**config.mk**
```make
export PLATFORM = sky130hd
export DESIGN_NAME = fft4_frame_ctrl_flat
export DESIGN_NICKNAME = d
export VERILOG_FILES = /design/src/rtl/fft4_frame_if.sv /design/src/rtl/fft4_frame_ctrl.sv /design/src/flat_wrapper.sv
export SDC_FILE = /design/constraint.sdc
export NUM_CORES = 1
export LEC_CHECK = 0
export ABC_AREA = 1
export ABC_CLOCK_PERIOD_IN_PS = 2230
export CAP_MARGIN = 20
export CORE_MARGIN = 3
export CORE_UTILIZATION = 45
export CTS_CLUSTER_DIAMETER = 60
export DETAILED_ROUTE_END_ITERATION = 7
export PLACE_DENSITY = 0.75
export SLEW_MARGIN = 10
export SYNTH_ARGS = -nofsm -noshare
export SYNTH_HDL_FRONTEND = slang
export SYNTH_SLANG_ARGS = --single-unit
```
**constraint.sdc**
```tcl
create_clock -name clk -period 2.23 [get_ports clk]
set_input_delay 0.3345 -clock clk [delete_from_list [all_inputs] [get_ports clk]]
set_output_delay 0.3345 -clock clk [all_outputs]
set_load 0.02 [all_outputs]
```
**src/rtl/fft4_frame_if.sv**
```systemverilog
// Stream and core-side bundle for the 4-point FFT/IFFT frame sequencer.
//  slave  : controller view (accepts the input stream, drives the core and the output stream)
//  master : environment view (drives the input stream, returns the core result, sinks the output)
//  Input stream : in_valid, in_ready, in_real, in_imag, in_inv
//  Core side    : core_re_in, core_im_in, core_inv, core_re_out, core_im_out ({x3,x2,x1,x0})
//  Output stream: out_valid, out_ready, out_real, out_imag, out_idx, out_last, out_inv, busy
interface fft4_frame_if #(
    parameter int unsigned DATA_W = 8
);
    logic                  in_valid;
    logic                  in_ready;
    logic [DATA_W-1:0]     in_real;
    logic [DATA_W-1:0]     in_imag;
    logic                  in_inv;

    logic [4*DATA_W-1:0]   core_re_in;
    logic [4*DATA_W-1:0]   core_im_in;
    logic                  core_inv;
    logic [4*DATA_W-1:0]   core_re_out;
    logic [4*DATA_W-1:0]   core_im_out;

    logic                  out_valid;
    logic                  out_ready;
    logic [DATA_W-1:0]     out_real;
    logic [DATA_W-1:0]     out_imag;
    logic [1:0]            out_idx;
    logic                  out_last;
    logic                  out_inv;
    logic                  busy;

    modport slave (
        input  in_valid, in_real, in_imag, in_inv,
        input  core_re_out, core_im_out,
        input  out_ready,
        output in_ready,
        output core_re_in, core_im_in, core_inv,
        output out_valid, out_real, out_imag, out_idx, out_last, out_inv, busy
    );

    modport master (
        output in_valid, in_real, in_imag, in_inv,
        output core_re_out, core_im_out,
        output out_ready,
        input  in_ready,
        input  core_re_in, core_im_in, core_inv,
        input  out_valid, out_real, out_imag, out_idx, out_last, out_inv, busy
    );
endinterface

```
**src/rtl/fft4_frame_ctrl.sv**
```systemverilog
// Frame sequencer for the shared 4-point FFT/IFFT core pair.
// Collects 4 serial complex samples, presents them in parallel to the core, registers
// the core result one cycle later and replays it as a serial stream with bin index.
//  clk    : rising-edge clock
//  rst_n  : asynchronous active-low reset
//  bus    : fft4_frame_if.slave (input stream, core side, output stream, busy)
// Optional build macro OVERLAP_EN: the next frame may be loaded while the previous
// result drains (input and result buffers are already independent).
module fft4_frame_ctrl #(
    parameter int unsigned DATA_W = 8
) (
    input  logic          clk,
    input  logic          rst_n,
    fft4_frame_if.slave   bus
);
    localparam int unsigned FRAME_N = 4;
    localparam int unsigned IDX_W   = 2;

    localparam logic [1:0] S_LOAD  = 2'd0;
    localparam logic [1:0] S_CALC  = 2'd1;
    localparam logic [1:0] S_DRAIN = 2'd2;

    typedef logic [FRAME_N-1:0][DATA_W-1:0] frame_t;

    logic [1:0]        state_q,     state_d;
    logic [IDX_W-1:0]  in_cnt_q,    in_cnt_d;
    frame_t            smp_re_q,    smp_re_d;
    frame_t            smp_im_q,    smp_im_d;
    logic              mode_q,      mode_d;
    frame_t            res_re_q,    res_re_d;
    frame_t            res_im_q,    res_im_d;
    logic [IDX_W-1:0]  idx_q,       idx_d;
    logic              out_inv_q,   out_inv_d;
    logic              in_ready_q,  in_ready_d;
    logic              out_valid_q, out_valid_d;
    logic              busy_q,      busy_d;
    logic              out_last_q,  out_last_d;
    logic [DATA_W-1:0] out_real_q,  out_real_d;
    logic [DATA_W-1:0] out_imag_q,  out_imag_d;
`ifdef OVERLAP_EN
    logic              pend_q,      pend_d;
`endif

    logic in_fire;
    logic out_fire;
    logic frame_done;
    logic drain_done;

    // State and datapath registers
    always_ff @(posedge clk or negedge rst_n) begin
        if (!rst_n) begin
            state_q     <= S_LOAD;
            in_cnt_q    <= '0;
            smp_re_q    <= '0;
            smp_im_q    <= '0;
            mode_q      <= 1'b0;
            res_re_q    <= '0;
            res_im_q    <= '0;
            idx_q       <= '0;
            out_inv_q   <= 1'b0;
            in_ready_q  <= 1'b1;
            out_valid_q <= 1'b0;
            busy_q      <= 1'b0;
            out_last_q  <= 1'b0;
            out_real_q  <= '0;
            out_imag_q  <= '0;
`ifdef OVERLAP_EN
            pend_q      <= 1'b0;
`endif
        end else begin
            state_q     <= state_d;
            in_cnt_q    <= in_cnt_d;
            smp_re_q    <= smp_re_d;
            smp_im_q    <= smp_im_d;
            mode_q      <= mode_d;
            res_re_q    <= res_re_d;
            res_im_q    <= res_im_d;
            idx_q       <= idx_d;
            out_inv_q   <= out_inv_d;
            in_ready_q  <= in_ready_d;
            out_valid_q <= out_valid_d;
            busy_q      <= busy_d;
            out_last_q  <= out_last_d;
            out_real_q  <= out_real_d;
            out_imag_q  <= out_imag_d;
`ifdef OVERLAP_EN
            pend_q      <= pend_d;
`endif
        end
    end

    // Next-state, buffer updates and next values of the registered outputs
    always_comb begin
        state_d    = state_q;
        in_cnt_d   = in_cnt_q;
        smp_re_d   = smp_re_q;
        smp_im_d   = smp_im_q;
        mode_d     = mode_q;
        res_re_d   = res_re_q;
        res_im_d   = res_im_q;
        idx_d      = idx_q;
        out_inv_d  = out_inv_q;
`ifdef OVERLAP_EN
        pend_d     = pend_q;
`endif

        in_fire    = bus.in_valid && in_ready_q;
        out_fire   = out_valid_q && bus.out_ready;
        frame_done = in_fire && (in_cnt_q == IDX_W'(FRAME_N - 1));
        drain_done = out_fire && (idx_q == IDX_W'(FRAME_N - 1));

        // Input side: slot write, mode latched with the first sample only
        if (in_fire) begin
            smp_re_d[in_cnt_q] = bus.in_real;
            smp_im_d[in_cnt_q] = bus.in_imag;
            if (in_cnt_q == '0) begin
                mode_d = bus.in_inv;
            end
            in_cnt_d = in_cnt_q + IDX_W'(1);
        end

        case (state_q)
            S_LOAD: begin
                if (frame_done) begin
                    state_d = S_CALC;
                end
            end
            S_CALC: begin
                res_re_d  = bus.core_re_out;
                res_im_d  = bus.core_im_out;
                out_inv_d = mode_q;
                idx_d     = '0;
                state_d   = S_DRAIN;
`ifdef OVERLAP_EN
                pend_d    = 1'b0;
`endif
            end
            S_DRAIN: begin
                if (out_fire) begin
                    idx_d = idx_q + IDX_W'(1);
                end
`ifdef OVERLAP_EN
                // A frame finished here either starts CALC right away or waits as pending
                if (drain_done) begin
                    state_d = (pend_q || frame_done) ? S_CALC : S_LOAD;
                    pend_d  = 1'b0;
                end else if (frame_done) begin
                    pend_d  = 1'b1;
                end
`else
                if (drain_done) begin
                    state_d = S_LOAD;
                end
`endif
            end
            default: begin
                state_d = S_LOAD;
            end
        endcase

        // Outputs registered from the next state so they line up with it
        in_ready_d  = (state_d == S_LOAD);
`ifdef OVERLAP_EN
        if ((state_d == S_DRAIN) && !pend_d) begin
            in_ready_d = 1'b1;
        end
`endif
        out_valid_d = (state_d == S_DRAIN);
        busy_d      = (state_d != S_LOAD);
        out_last_d  = out_valid_d && (idx_d == IDX_W'(FRAME_N - 1));
        out_real_d  = res_re_d[idx_d];
        out_imag_d  = res_im_d[idx_d];
    end

    assign bus.core_re_in = smp_re_q;
    assign bus.core_im_in = smp_im_q;
    assign bus.core_inv   = mode_q;

    assign bus.in_ready   = in_ready_q;
    assign bus.out_valid  = out_valid_q;
    assign bus.out_real   = out_real_q;
    assign bus.out_imag   = out_imag_q;
    assign bus.out_idx    = idx_q;
    assign bus.out_last   = out_last_q;
    assign bus.out_inv    = out_inv_q;
    assign bus.busy       = busy_q;

endmodule

```
**src/flat_wrapper.sv**
```systemverilog
// flat-port wrapper written by rule: the top's interface ports become plain ports
module fft4_frame_ctrl_flat 
#(
    parameter int unsigned DATA_W = 8
)
  (clk, rst_n, bus_in_valid, bus_in_real, bus_in_imag, bus_in_inv, bus_core_re_out, bus_core_im_out, bus_out_ready, bus_in_ready, bus_core_re_in, bus_core_im_in, bus_core_inv, bus_out_valid, bus_out_real, bus_out_imag, bus_out_idx, bus_out_last, bus_out_inv, bus_busy);
  fft4_frame_if #(.DATA_W(DATA_W)) bus_i ();
  input  logic clk;
  input  logic rst_n;
  input wire logic [$bits(bus_i.in_valid)-1:0] bus_in_valid;
  input wire logic [$bits(bus_i.in_real)-1:0] bus_in_real;
  input wire logic [$bits(bus_i.in_imag)-1:0] bus_in_imag;
  input wire logic [$bits(bus_i.in_inv)-1:0] bus_in_inv;
  input wire logic [$bits(bus_i.core_re_out)-1:0] bus_core_re_out;
  input wire logic [$bits(bus_i.core_im_out)-1:0] bus_core_im_out;
  input wire logic [$bits(bus_i.out_ready)-1:0] bus_out_ready;
  output wire logic [$bits(bus_i.in_ready)-1:0] bus_in_ready;
  output wire logic [$bits(bus_i.core_re_in)-1:0] bus_core_re_in;
  output wire logic [$bits(bus_i.core_im_in)-1:0] bus_core_im_in;
  output wire logic [$bits(bus_i.core_inv)-1:0] bus_core_inv;
  output wire logic [$bits(bus_i.out_valid)-1:0] bus_out_valid;
  output wire logic [$bits(bus_i.out_real)-1:0] bus_out_real;
  output wire logic [$bits(bus_i.out_imag)-1:0] bus_out_imag;
  output wire logic [$bits(bus_i.out_idx)-1:0] bus_out_idx;
  output wire logic [$bits(bus_i.out_last)-1:0] bus_out_last;
  output wire logic [$bits(bus_i.out_inv)-1:0] bus_out_inv;
  output wire logic [$bits(bus_i.busy)-1:0] bus_busy;
  assign bus_i.in_valid = bus_in_valid;
  assign bus_i.in_real = bus_in_real;
  assign bus_i.in_imag = bus_in_imag;
  assign bus_i.in_inv = bus_in_inv;
  assign bus_i.core_re_out = bus_core_re_out;
  assign bus_i.core_im_out = bus_core_im_out;
  assign bus_i.out_ready = bus_out_ready;
  assign bus_in_ready = bus_i.in_ready;
  assign bus_core_re_in = bus_i.core_re_in;
  assign bus_core_im_in = bus_i.core_im_in;
  assign bus_core_inv = bus_i.core_inv;
  assign bus_out_valid = bus_i.out_valid;
  assign bus_out_real = bus_i.out_real;
  assign bus_out_imag = bus_i.out_imag;
  assign bus_out_idx = bus_i.out_idx;
  assign bus_out_last = bus_i.out_last;
  assign bus_out_inv = bus_i.out_inv;
  assign bus_busy = bus_i.busy;
  fft4_frame_ctrl #(.DATA_W(DATA_W)) u_core (.clk(clk), .rst_n(rst_n), .bus(bus_i));
endmodule
```
### Word level (Yosys, flattened, before mapping)

Cells that the tools add are included.

* input port bits: 85
* latch bits: 0
* ROM bits: 0
* flip-flop bits (word level): 156
* RAM bits: 0
* word-level logic and storage cells: 64
* output and inout port bits: 88
* memories kept: 0

* eq/ne operators: 6
* div/mod/pow operators: 0
* $add $sub $neg: 2
* reductions and logical operators: 11
* bitwise logic cells: 0
* magnitude comparators: 3
* mux-type cells: 15
* multipliers: 0
* shift operators: 0

Operators by type and width (count)
* $bwmux W32: 2
* $mux W32: 2
* $bmux W8 S2: 2
* $mux W8: 3
* $demux W8 S2: 1
* $eq A2 B2 Y1 const B: 5
* $logic_and A1 B1 Y1: 6
* $logic_not A2 Y1: 3
* $lt A2 B3 Y1 const B: 2
* $mux W2: 3
* $pmux W2 S3: 1
* $add A2 B1 Y2 const B: 2
* $pmux W2 S2: 1
* $eq A2 B1 Y1 const B: 1
* $ge A2 B1 Y1 const B: 1
* $reduce_and A2 Y1: 1
* $reduce_bool A2 Y1: 1

### Depth between registers and ports, before layout

Gate-level depths: netlist (run 1).

* word-level depth: 6
* mapped depth: 10

### Least setup slack after synthesis (run 1)

Ideal clock, no wire load.

* path type: register -> register
* from: register u_core.state_q[0]
* to: register u_core.out_imag_q[0], in the netlist u_core.bus.out_imag[0]
* stages on the path, launching flop included: 10
* library setup time: 0.117 ns
* setup slack: 0.619 ns
* clock period less this slack: 1.611 ns
* required time: 2.113 ns
* path buffers: 1
* arrival: 1.493 ns
* path through: dfrtp_1 > inv_1 > ha_1 > nand3_4 > nand2_1 > nand2_1 > buf_2 > nand3_1 > nand3_1 > nand2_1

* word-level cells in the longest chain between the ends: 4

Ends and longest elaborated chain
* start: declaration: RTL line fft4_frame_ctrl.sv:25 `logic [1:0] state_q, state_d;`
* start signal: assignment: RTL line fft4_frame_ctrl.sv:71 `state_q <= state_d;`
* $eq A2 B2 Y1 / $eq A2 B1 Y1 (equally long branches): RTL line fft4_frame_ctrl.sv:122 `case (state_q)`
* $pmux W2 S2 / $mux W32 (equally long branches): RTL line fft4_frame_ctrl.sv:122
* $bmux W8 S2 *: RTL line fft4_frame_ctrl.sv:172 `out_imag_d = res_im_d[idx_d];`
* $mux W8 (not written as such) *: RTL line fft4_frame_ctrl.sv:172
* via u_core.out_imag_d[0]: RTL line fft4_frame_ctrl.sv:39 `logic [DATA_W-1:0] out_imag_q, out_imag_d;`
* end signal: assignment: RTL line fft4_frame_ctrl.sv:85 `out_imag_q <= out_imag_d;`
* end: declaration: RTL line fft4_frame_ctrl.sv:39

Mark *: on every way through the listed nets, which the timed path passes. The rest lies on a longest branch. The select of a mux whose other input is x is not followed.
A chain may end at the register's enable or synchronous reset.

### Worst setup path in the final report (run 1)

Ends and elaborated chain as after synthesis.

==> results of run 1 <==
## worst max-delay path by stage
stage / from / end / slack (ns) / cells after the start
floorplan: u_core.state_q[0] / u_core.bus.out_imag[0] / 0.62 / 9
global placement: bus_out_ready / u_core.bus.out_imag[5] / 0.31 / 7
detailed placement: bus_out_ready / u_core.bus.out_imag[5] / 0.27 / 7
CTS: u_core.state_q[0] / u_core.bus.out_imag[5] / 0.25 / 8
global route: u_core.state_q[0] / u_core.bus.out_imag[0] / 0.09 / 9
finish: u_core.state_q[0] / u_core.bus.out_imag[0] / 0.21 / 9
## power by group through the flow
stage	sequential (W)	combinational (W)	clock [W]
after floorplan	0.00556	0.00264	0
after global placement	0.00475	0.00574	0
after detailed placement	0.00476	0.00589	0
after CTS	0.00476	0.00593	0.00288
after global routing	0.00490	0.00652	0.00303
final	0.00476	0.00589	0.00284
## layout by cell type (no fill, tap or decap), types with 3 or more instances in the layout
cell | Yosys | final
dfrtp_1 | 155 | 155
o21ai_1 | 9 | 9
nand3_1 | 71 | 71
nand2_4 | 3 | 3
ha_1 | 9 | 8
o21ai_0 | 121 | 121
clkinv_2 | 0 | 4
clkdlybuf4s50_1 | 0 | 171
clkbuf_16 | 0 | 17
nand2_1 | 160 | 160
inv_1 | 125 | 125
or2_0 | 15 | 15
or2_1 | 9 | 9
buf_12 | 0 | 3
buf_4 | 1 | 8
inv_2 | 3 | 3
or2_2 | 8 | 8
clkbuf_8 | 0 | 3
## worst max-delay path, delay by kind of cell, from the launching register on
| kind | cells | cell delay (ns) |
|---|---|---|
| AND/OR/NAND/NOR | 6 | 0.67 |
| buffers and inverters | 2 | 0.43 |
| flip-flops | 1 | 0.41 |
| adder cells (fa/ha/maj) | 1 | 0.39 |
## per-layer routing
metal	vias up	part of all wire	track usage	routed length [um]
li1	2616	-	-	-
met2	212	0.46	0.346	7870
met4	0	0.014	0.0637	233
met3	21	0.11	0.0867	1810
met1	2508	0.42	0.272	7160
met5	-	0	0	0
## what timing repair did
item | in CTS | in global routing
buffers inserted | 0 | 0
hold endpoints to repair | 22 | 0
hold buffers | 1 | 0
setup endpoints to repair | 0 | 0
## state kept, by name (all words and copies together) (netlist names)
signal                 count
u_core.bus.core_im_in     32
u_core.bus.core_re_in     32
u_core.res_im_q           32
u_core.res_re_q           32
u_core.bus.out_imag        8
u_core.bus.out_real        8
u_core.bus.out_idx         2
u_core.in_cnt_q            2
u_core.state_q             2
u_core.bus.busy            1
u_core.bus.core_inv        1
u_core.bus.in_ready        1
u_core.bus.out_inv         1
u_core.bus.out_last        1
u_core.bus.out_valid       1
## final cells by class
class                      count  area [um2]
fill                        1158        5080
sequential                   156        3910
multi-input combinational    417        2070
timing repair buffer         184        1850
inverter                     128         480
clock buffer                  22         474
tap                          180         225
clock inverter                10         113
## stage by stage
| step | hold WS [ns] | power (W) | instance area, um2 |
|---|---|---|---|
| final | 0.353 | 0.0135 | 9130 |
| after global routing | 0.357 | 0.0145 | 9130 |
| after CTS | 0.346 | 0.0136 | 9130 |
| after detailed placement | 0.221 | 0.0107 | 8530 |
| after global placement | 0.219 | 0.0105 | 8530 |
| after floorplan | 0.0389 | 0.00820 | 6680 |
## cells by family (layout without fill, tap and decap cells)
group,Yosys count,count (layout),synth area share
XOR/XNOR,1,1,0.00131
adder cells (fa/ha/maj),9,9,0.0169
AO/OA/AOI/OAI,130,130,0.0974
multiplexers,1,1,0.00169
AND/OR/NAND/NOR,276,276,0.193
buffers and inverters,165,344,0.105
flip-flops,156,156,0.585
==> flow_metrics.py, run 1 <==
metrics = {
    "status": {
        "status": "finished, final reports clean",
    },
    "cells_and_area": {
        "area_delta_synth_final_pct": 36.6,
        "fin_util": 0.642,
        "diodes": 0,
        "layout-drive-gt1-share": 0.0709,
        "nets": 998,
        "stdcell_count": 1097,
    },
    "worst_setup_path": {
        "start_kind": "flop",
        "worstPathMaxFanout": 32,
        "cp_cell_sequence": "inv_1 -> ha_1 -> nand3_4 -> nand2_1 -> nand2_1 -> buf_4 -> nand3_1 -> nand3_1 -> nand2_1",
        "ff2ff_setup_slack_ns": 0.21,
        "crit_type": "reg2reg",
        "crit_top_cell": "nand2_1",
        "regToRegStartpoint": "u_core.state_q[0]",
        "reg2reg_depth": 9,
        "slowest_delay_ns": 0.41,
        "slowest_stage": "dfrtp_1",
        "endpoint_kind": "flop",
        "critPathRequiredTime_ns": 2.54,
        "r2r-end": "u_core.bus.out_imag[0]",
        "arrival_ns": 2.33,
    },
    "sta": {
        "fin_crit_sh": 0.907,
        "setup_viol": 0,
        "maxSlewViolCount": 0,
        "rsz0062_at_grt": "false",
        "worst_slew_pin_slew_ns": 0.525,
        "finalWorstSetupSlack_ns": 0.208,
        "max_slew_margin": 0.650,
        "fin_setup_tns_ns": 0,
        "period_needed_ns": 2.02,
        "hold_violations": 0,
        "skew_ns": 0.00833,
        "clock.fmax_mhz": 495,
    },
    "clock_tree": {
        "cts_buffer_depth": 2,
        "numCtsBuffers": 17,
        "cts_max_level": 4,
        "cts_resized": 0,
        "clockRootBuffer": "clkbuf_16",
        "clk_pin_slew_ns": 0.06,
        "cts_tree": "done",
        "clkSinkCount": 156,
        "clkLatencyLatePin_ns": 0.42,
    },
    "yosys": {
        "ys_warn_count": 0,
        "async_reset_ff_frac": 1.00,
        "syn_area_um2": 6680,
        "ys.flop_type": "dfrtp_1",
        "synth_seq_cells": 156,
        "synthTopCellsByCount": "nand2_1 (160), dfrtp_1 (155), inv_1 (125)",
        "syn_inst": 738,
        "avgSynthCellArea_um2": 9.05,
        "synth_top_area_cell": "dfrtp_1",
        "synth_top_area_frac": 0.581,
        "seq_area_frac_synth": 0.585,
        "synth_edf_count": 0,
        "synthTopCellsByArea": "dfrtp_1 (58%), o21ai_0 (9.1%), nand2_1 (9.0%)",
        "synth.distinct_cells": 27,
        "yosys.cell_count.top_type": "nand2_1",
        "syn-num-nets": 832,
    },
    "power_and_ir_drop": {
        "p_clk_frac": 0.211,
        "p_seq_frac": 0.353,
        "p_per_area_nw_per_um2": 1480,
        "p_sw_frac": 0.386,
        "p_int_w": 0.00828,
        "share_comb_of_total_power": 0.437,
        "p_leak_nw": 4.26,
        "ir_drop_mv": 0.844,
        "switchingPower_w": 0.00521,
    },
    "global_route": {
        "grt_pass1_vias": 5553,
        "grt_max_degree": 56,
        "antenna_found_initial": 0,
        "overflow": 0,
        "grt_use_total": 0.216,
        "grt_pass1_wl_um": 27900,
    },
    "drt": {
        "first_iter_violations": 373,
        "finalWirelength_um": 17100,
        "vias_per_cell": 4.88,
        "ant_nets": 0,
        "dr_total_vias": 5357,
        "firstDrtPassIters": 5,
        "avgRoutedWirePerCell_um": 15.6,
        "drc": 0,
    },
    "die": {
        "core_area_um2": 14200,
        "io_pins": 173,
        "die_w_um": 128,
        "rows": 43,
        "die_area_um2": 16300,
        "start_util": 0.470,
        "fp.dieH_um": 128,
    },
    "placement": {
        "gp_congestion": 0.826,
        "hpwl_um": 11500,
        "pre_cts_ws_ns": 0.272,
        "placed_cells": 1064,
        "io_buffers": 172,
    },
    "job": {
        "cap_violations": 0,
    },
    "hold_path": {
        "hold_path_class": "in2async",
    },
}
No activity file was read; power rests on OpenSTA's default activity.
==> run 2: changes to the inputs <==
--- a/config.mk
+++ b/config.mk
@@ -9,10 +9,10 @@
 export ABC_CLOCK_PERIOD_IN_PS = 2230
 export CAP_MARGIN = 20
 export CORE_MARGIN = 3
-export CORE_UTILIZATION = 45
+export CORE_UTILIZATION = 46
 export CTS_CLUSTER_DIAMETER = 60
 export DETAILED_ROUTE_END_ITERATION = 7
-export PLACE_DENSITY = 0.75
+export PLACE_DENSITY = 0.76
 export SLEW_MARGIN = 10
 export SYNTH_ARGS = -nofsm -noshare
 export SYNTH_HDL_FRONTEND = slang
==> flow_metrics.py, run 2 (same netlist as run 1, synthesis figures left out) <==
metrics = {
    "sta": {
        "rsz0062_at_grt": "false",
        "skew_ns": 0.00568,
        "period_needed_ns": 2.04,
        "max_slew_margin": 0.630,
        "fin_crit_sh": 0.913,
        "finalWorstSetupSlack_ns": 0.194,
        "hold_violations": 0,
        "maxSlewViolCount": 0,
        "worst_slew_pin_slew_ns": 0.555,
        "clock.fmax_mhz": 491,
        "fin_setup_tns_ns": 0,
        "setup_viol": 0,
    },
    "worst_setup_path": {
        "start_kind": "flop",
        "critPathRequiredTime_ns": 2.59,
        "endpoint_kind": "flop",
        "slowest_delay_ns": 0.39,
        "slowest_stage": "dfrtp_1",
        "crit_type": "reg2reg",
        "worstPathMaxFanout": 33,
        "arrival_ns": 2.40,
        "cp_cell_sequence": "inv_1 -> ha_1 -> inv_2 -> nor2_2 -> inv_2 -> nand3_4 -> nand2_1 -> nand3_1 -> nand2_1",
    },
    "power_and_ir_drop": {
        "p_int_w": 0.00825,
        "finalPower_w": 0.0134,
        "share_comb_of_total_power": 0.441,
        "ir_drop_mv": 0.833,
        "p_per_area_nw_per_um2": 1470,
        "p_seq_frac": 0.353,
        "p_clk_frac": 0.205,
        "p_leak_nw": 4.27,
        "p_sw_frac": 0.385,
        "switchingPower_w": 0.00517,
    },
    "clock_tree": {
        "numCtsBuffers": 17,
        "cts_tree": "done",
        "clkLatencyLatePin_ns": 0.42,
        "cts_max_level": 4,
        "clockRootBuffer": "clkbuf_16",
        "clk_pin_slew_ns": 0.06,
        "clkSinkCount": 156,
        "cts_hold_buf": 1,
        "post_cts_buffers": 0,
        "cts_resized": 0,
        "cts_buffer_depth": 2,
    },
    "global_route": {
        "grt_max_degree": 82,
        "antenna_found_initial": 1,
        "grt_pass1_vias": 5437,
        "grt-busiest-layer": "met2",
        "grt_use_total": 0.214,
        "grt_pass1_wl_um": 27400,
        "overflow": 0,
        "grt.met3_usage": 0.0842,
        "grt_use_met2": 0.329,
        "met1_usage": 0.279,
    },
    "cells_and_area": {
        "area_delta_synth_final_pct": 36.8,
        "fillers": 1127,
        "nets": 1001,
        "final_cell_mix": "clkdlybuf4s50_1 (171), nand2_1 (160), dfrtp_1 (155), inv_1 (125), o21ai_0 (121)",
        "layout-drive-gt1-share": 0.0709,
        "final_common_cell": "clkdlybuf4s50_1",
        "diodes": 0,
    },
    "drt": {
        "first_iter_violations": 422,
        "vias_per_cell": 4.91,
        "avgRoutedWirePerCell_um": 15.3,
        "ant_nets": 0,
        "drc": 0,
        "finalWirelength_um": 16800,
        "firstDrtPassIters": 5,
        "dr_total_vias": 5382,
    },
    "die": {
        "die_w_um": 126,
        "io_pins": 173,
        "die_area_um2": 16000,
        "fp.dieH_um": 126,
        "start_util": 0.476,
        "rows": 43,
        "core_area_um2": 14000,
    },
    "placement": {
        "hpwl_um": 11600,
        "pre_cts_ws_ns": 0.231,
        "io_buffers": 172,
        "gp_congestion": 0.830,
    },
    "status": {
        "status": "finished, final reports clean",
    },
    "hold_path": {
        "hold_path_class": "in2async",
    },
    "job": {
        "cap_violations": 0,
    },
}
run 2: cell type report:
class | count | area (um2) | area share
inverter | 128 | 480 | 0.0526
sequential | 156 | 3910 | 0.428
clock inverter | 5 | 57.6 | 0.00630
multi-input combinational | 417 | 2070 | 0.227
timing repair buffer | 187 | 1890 | 0.207
tap | 180 | 225 | 0.0247
clock buffer | 24 | 502 | 0.0549
run 2: path summary, 6_finish.rpt:
check                                     from  cells past startpoint                      to  slack [ns]
min reg2reg                u_core.res_re_q[23]                      2     u_core.res_re_q[23]        0.48
max reg2reg                  u_core.state_q[0]                      9  u_core.bus.out_real[5]        0.19
max in group asynchronous                rst_n                      3     u_core.bus.in_ready        1.10
min in group clk           u_core.res_re_q[23]                      2     u_core.res_re_q[23]        0.48
min                                      rst_n                      2     u_core.res_im_q[11]        0.46
max                          u_core.state_q[0]                      9  u_core.bus.out_real[5]        0.19
run 2: power by group through the flow:
| stage | combinational (W) | sequential (W) | clock (W) |
|---|---|---|---|
| after detailed placement | 0.00593 | 0.00476 | 0 |
| final | 0.00592 | 0.00474 | 0.00276 |
| after global routing | 0.00652 | 0.00488 | 0.00293 |
| after floorplan | 0.00264 | 0.00556 | 0 |
| after global placement | 0.00578 | 0.00473 | 0 |
| after CTS | 0.00596 | 0.00475 | 0.00280 |
run 2: worst max-delay path, delay by kind of cell (launching register included):
family	cells	cell delay (ns)
adder cells (fa/ha/maj)	1	0.38
buffers and inverters	3	0.40
flip-flops	1	0.39
AND/OR/NAND/NOR	5	0.79
run 2: per-stage QoR:
step	cells	hold slack (ns)	instance area [um2]	util
after global routing	1097	0.496	9130	0.650
after floorplan	738	0.0389	6680	-
after global placement	1067	0.343	8560	0.610
final	1097	0.464	9130	0.650
after detailed placement	1067	0.347	8560	0.610
after CTS	1097	0.479	9130	0.650
run 2: metal layers:
layer	part of all wire	wire length, um
met5	0.00054	9
met4	0.019	325
met3	0.10	1710
met2	0.46	7660
met1	0.42	7090
